### src/rtl/dds_sweep_ctrl.sv
// Frequency-sweep sequencer: steps a DDS tuning word from start towards stop, holding each word dwell+1 clocks.
// Optional triangle (up/down) sweep when DDS_SWEEP_TRI_EN is defined; sawtooth otherwise.
module dds_sweep_ctrl #(
  parameter int FW_W    = 64,
  parameter int DWELL_W = 16
) (
  input  logic               clk,
  input  logic               rst_n,
  input  logic               start,
  input  logic               abort,
  input  logic [FW_W-1:0]    f_start,
  input  logic [FW_W-1:0]    f_stop,
  input  logic [FW_W-1:0]    f_step,
  input  logic [DWELL_W-1:0] dwell,
  input  logic               loop,
  output logic [FW_W-1:0]    freq_word,
  output logic               freq_upd,
  output logic               busy,
  output logic               done,
  output logic               dbg_state
);

  typedef enum logic {S_IDLE = 1'b0, S_DWELL = 1'b1} state_t;

  state_t             state_q;
  logic [FW_W-1:0]    word_q;
  logic [FW_W-1:0]    start_q;
  logic [FW_W-1:0]    stop_q;
  logic [FW_W-1:0]    step_q;
  logic [DWELL_W-1:0] dwell_q;
  logic [DWELL_W-1:0] cnt_q;
  logic               loop_q;
  logic               upd_q;
  logic               busy_q;
  logic               done_q;

  // The extra MSB of the sum is the carry; a carry counts as overshooting stop.
  logic [FW_W:0] up_sum;
  logic          up_ok;

  assign up_sum = {1'b0, word_q} + {1'b0, step_q};
  assign up_ok  = ~up_sum[FW_W] && (up_sum[FW_W-1:0] <= stop_q);

`ifdef DDS_SWEEP_TRI_EN
  logic          dir_q;
  logic [FW_W:0] dn_diff;
  logic          dn_ok;

  assign dn_diff = {1'b0, word_q} - {1'b0, step_q};
  assign dn_ok   = ~dn_diff[FW_W] && (dn_diff[FW_W-1:0] >= start_q);
`endif

  always_ff @(posedge clk or negedge rst_n) begin
    if (!rst_n) begin
      state_q <= S_IDLE;
      word_q  <= '0;
      start_q <= '0;
      stop_q  <= '0;
      step_q  <= '0;
      dwell_q <= '0;
      cnt_q   <= '0;
      loop_q  <= 1'b0;
      upd_q   <= 1'b0;
      busy_q  <= 1'b0;
      done_q  <= 1'b0;
`ifdef DDS_SWEEP_TRI_EN
      dir_q   <= 1'b0;
`endif
    end else begin
      upd_q  <= 1'b0;
      done_q <= 1'b0;
      case (state_q)
        S_IDLE: begin
          if (start) begin
            start_q <= f_start;
            stop_q  <= f_stop;
            step_q  <= f_step;
            dwell_q <= dwell;
            loop_q  <= loop;
            word_q  <= f_start;
            cnt_q   <= dwell;
            upd_q   <= 1'b1;
            busy_q  <= 1'b1;
            state_q <= S_DWELL;
`ifdef DDS_SWEEP_TRI_EN
            dir_q   <= 1'b0;
`endif
          end
        end
        S_DWELL: begin
          if (abort) begin
            busy_q  <= 1'b0;
            state_q <= S_IDLE;
          end else if (cnt_q != '0) begin
            cnt_q <= cnt_q - DWELL_W'(1);
          end else begin
            cnt_q <= dwell_q;
`ifdef DDS_SWEEP_TRI_EN
            // Up overshoot falls through to a down step; a failing down step is the underflow rule.
            if (!dir_q && up_ok) begin
              word_q <= up_sum[FW_W-1:0];
              upd_q  <= (step_q != '0);
            end else if (dn_ok) begin
              dir_q  <= 1'b1;
              word_q <= dn_diff[FW_W-1:0];
              upd_q  <= 1'b1;
            end else if (loop_q) begin
              dir_q  <= 1'b0;
              word_q <= up_sum[FW_W-1:0];
              upd_q  <= 1'b1;
            end else begin
              done_q  <= 1'b1;
              busy_q  <= 1'b0;
              state_q <= S_IDLE;
            end
`else
            // A zero step re-arms the dwell without announcing a new word.
            if (up_ok) begin
              word_q <= up_sum[FW_W-1:0];
              upd_q  <= (step_q != '0);
            end else if (loop_q) begin
              word_q <= start_q;
              upd_q  <= 1'b1;
            end else begin
              done_q  <= 1'b1;
              busy_q  <= 1'b0;
              state_q <= S_IDLE;
            end
`endif
          end
        end
        default: state_q <= S_IDLE;
      endcase
    end
  end

  assign freq_word = word_q;
  assign freq_upd  = upd_q;
  assign busy      = busy_q;
  assign done      = done_q;
  assign dbg_state = (state_q == S_DWELL);

endmodule

### config.mk
export PLATFORM = sky130hd
export DESIGN_NAME = dds_sweep_ctrl
export DESIGN_NICKNAME = d
export VERILOG_FILES = /design/src/rtl/dds_sweep_ctrl.sv
export SDC_FILE = /design/constraint.sdc
export NUM_CORES = 1
export LEC_CHECK = 0
export ABC_CLOCK_PERIOD_IN_PS = 6190
export CORE_UTILIZATION = 56
export DETAILED_ROUTE_END_ITERATION = 16
export GPL_TIMING_DRIVEN = 0
export PLACE_DENSITY = 0.82
export SLEW_MARGIN = 20
export SYNTH_ARGS = -nofsm -noshare
export SYNTH_HDL_FRONTEND = slang
export SYNTH_SLANG_ARGS = --single-unit
### constraint.sdc
create_clock -name clk -period 6.19 [get_ports clk]
set_input_delay 1.238 -clock clk [delete_from_list [all_inputs] [get_ports clk]]
set_output_delay 1.238 -clock clk [all_outputs]
set_load 0.02 [all_outputs]
==> metrics.csv <==
metric;value;unit
Synth top area share;0.388;
#FFs+latches synth;293;
number of vias per cell;6.53;
Gate power share;0.606;
Die Span Y;186;um
worst hold path type;flop to flop;
placed cell count;3060;
Post-Place Worst Slack;-1.33;ns
Fin Clk Skew;0.0126;ns
Fin. Hold Viols;0;
number of global-route vias before repair;19900;
CP endpoint kind;flop;
required time of the worst setup path;6.60;ns
critical path data arrival time;6.61;ns
Starting Density;0.575;
Int Pwr;6.70;mW
clk buf depth;3;
Final period util;1.00;
largest area contributor in the netlist;dfrtp_1;
Post-Syn Nets;2680;
Power Total;13.2;mW
Post-synth EDFFs;0;
area growth from synthesis to layout;27.4;%
die width;186;um
first-pass GRT wire length;116000;um
worst vdd ir;350;uV
sequential area share after synthesis;0.388;
total core area;32900;sq um
Slew headroom;0.212;
Placed Area;22300;sq um
clock power share;0.170;
clock sinks;293;
final non-filler cell total;3142;
Synth cell types;82;
total gr overflow;0;
vias;20500;
failing checks;setup timing;
RSZ-0062 raised after global routing;yes;
sequential share of power;0.225;
hold buffers post-CTS;0;
P_leak;11.2;nW
clk slew on worst S/H paths;0.06;ns
Register Area;7340;sq um
Synth warnings;0;
drt first-iter violations;2552;
status;complete, but fails checks;
Tmin final;6.20;ns
post-DP HPWL;59200;um
P_sw;6.46;mW
worst-path fanout max;10;
worst slew pin tran;1.18;ns
Routed WL;79200;um
TritonCTS clock tree;yes;
syn_area_per_cell;8.10;sq um
setup_tns;-0.0128;ns
Final nets;3017;
Final GP Congestion;1.05;
Post-Synthesis Cell Area;18900;sq um
area of the multi-input gates;11000;sq um
maximum capacitance violations;0;
Startpoint Class;flop;
htree depth;2;
GRT Overall Usage;0.457;
Max Fclk;161;MHz
Clock Latency Late Sink;0.53;ns
ranking of synthesized cells by area;dfrtp_1, nand2_1, ha_1;
drt first pass iters;9;
input/output buffers;279;
die area;34500;sq um
Clock Tree Root;clkbuf_16;
final setup fails;1;
I/O pins;281;
Site Rows;66;
Sw Ratio;0.491;
Synth Instances;2336;
Final Util;0.733;
Max Slew Vio Count;0;
layout cells sized above 1;0.0745;
Setup CP Type;flop to flop;
drt wl/cell;25.2;um
Synth async-reset ratio;1.00;
main flop type after synthesis;dfrtp_1;
antenna-violating nets left;0;
fillers;2413;
largest net degree at the start of global routing;79;
CTS buffer count;34;
design area;24100;sq um
# DRC;0;
setup slack after layout;-0.0128;ns
power per cell area;546;nW/um^2
initial antenna violation count;3;
Hold WS;0.468;ns
## registers in the layout, summed over array words and instances (netlist names)
name and cells:
start_q 64, cnt_q 16, stop_q 64, busy 1, step_q 64, done 1
freq_word 64, freq_upd 1, dwell_q 16, loop_q 1, dbg_state 1
## cells in the mapped netlist, types with 21 or more instances
master	count
inv_1	97
o21ai_1	29
nor3_1	29
and3_1	27
nor4_1	24
a211oi_1	30
buf_2	24
dfrtp_1	293
xor2_1	23
a21boi_0	21
nor2_1	127
nand4_1	44
xnor2_1	23
a21o_1	48
clkbuf_1	89
nand3_1	46
a21oi_1	137
nand2_1	616
o21ai_0	177
ha_1	130
## final timing paths
check / from / end / slack [ns] / depth (start not counted)
worst min-delay path: start_q[62] / start_q[62] / 0.47 / 2
max in group asynchronous: rst_n / step_q[29] / 3.98 / 4
min in group asynchronous: rst_n / stop_q[61] / 0.64 / 1
worst max-delay path: step_q[2] / freq_word[51] / -0.01 / 21
worst max register to register: step_q[2] / freq_word[51] / -0.01 / 21
worst min register to register: start_q[62] / start_q[62] / 0.47 / 2
## cells by family (layout without fill, tap and decap cells)
kind of cell / Yosys count / in the layout / share of synthesized area
XOR/XNOR: 46 / 46 / 0.0213
other: 0 / 1 / 0
adder cells (fa/ha/maj): 131 / 131 / 0.0871
flip-flops: 293 / 293 / 0.388
multiplexers: 14 / 14 / 0.00741
AND/OR/NAND/NOR: 981 / 981 / 0.226
AO/OA/AOI/OAI: 643 / 643 / 0.221
buffers and inverters: 228 / 591 / 0.0493
## layout by cell type (no fill, tap or decap), drive strengths merged, types with 26 or more instances in the layout
master,synthesis,routed
nor2,129,129
a21o,48,48
buf,40,64
ha,130,130
and3,28,28
a21oi,137,137
clkbuf,90,133
nand3,46,46
dfrtp,293,293
nor4,26,26
clkdlybuf4s50,0,278
inv,97,99
o21ai,207,207
nand2,616,616
nor3,32,32
nand4,45,45
a211oi,32,32
## power groups by stage
stage	clock network (mW)	logic, mW	registers [mW]
3_3_place_gp	0	6.97	2.93
5_1_grt	2.30	8.47	2.98
4_1_cts	2.23	7.45	2.91
2_1_floorplan	0	4.46	2.96
6_report	2.23	7.97	2.96
3_5_place_dp	0	7.19	2.93
## layer usage
layer	up-vias	global-route usage	routed length, um
met4	6	0.267	5140
met3	376	0.116	10200
met2	1535	0.690	33600
li1	8877	-	-
met5	-	0	139
met1	9718	0.593	30200
## layout make-up
cell class,count,share of cell area
inverters,98,0.0153
flip-flops and latches,293,0.304
clock inverters,18,0.00950
repair buffers,302,0.126
clock buffers,44,0.0416
well taps,442,0.0230
diodes,1,0.000104
multi-input cells,1815,0.454
plain buffers,129,0.0253
## what timing repair did
| action | 4_1_cts | 5_1_grt |
|---|---|---|
| setup buffers | 9 | 10 |
| pin swaps | 10 | 12 |
| setup endpoints to repair | 68 | 68 |
| resized for setup | 38 | 55 |
| gates cloned | 0 | 1 |
## critical path, stage by stage (launching register included)
cell	delay (ns)
dfrtp_2	0.49
ha_2	0.34
o211ai_1	0.33
o211a_1	0.29
o311a_4	0.25
nor4_4	0.05
buf_4	0.17
a211oi_4	0.49
nor3_2	0.11
or3_1	0.34
and2_1	0.22
ha_1	0.33
nand4_1	0.27
nor4_2	0.45
and2_1	0.25
o311ai_0	0.15
nand3_1	0.14
o21a_1	0.20
o31a_1	0.16
clkbuf_1	0.63
nor2_1	0.16
a22o_1	0.25
(Power assumes the default switching activity.)
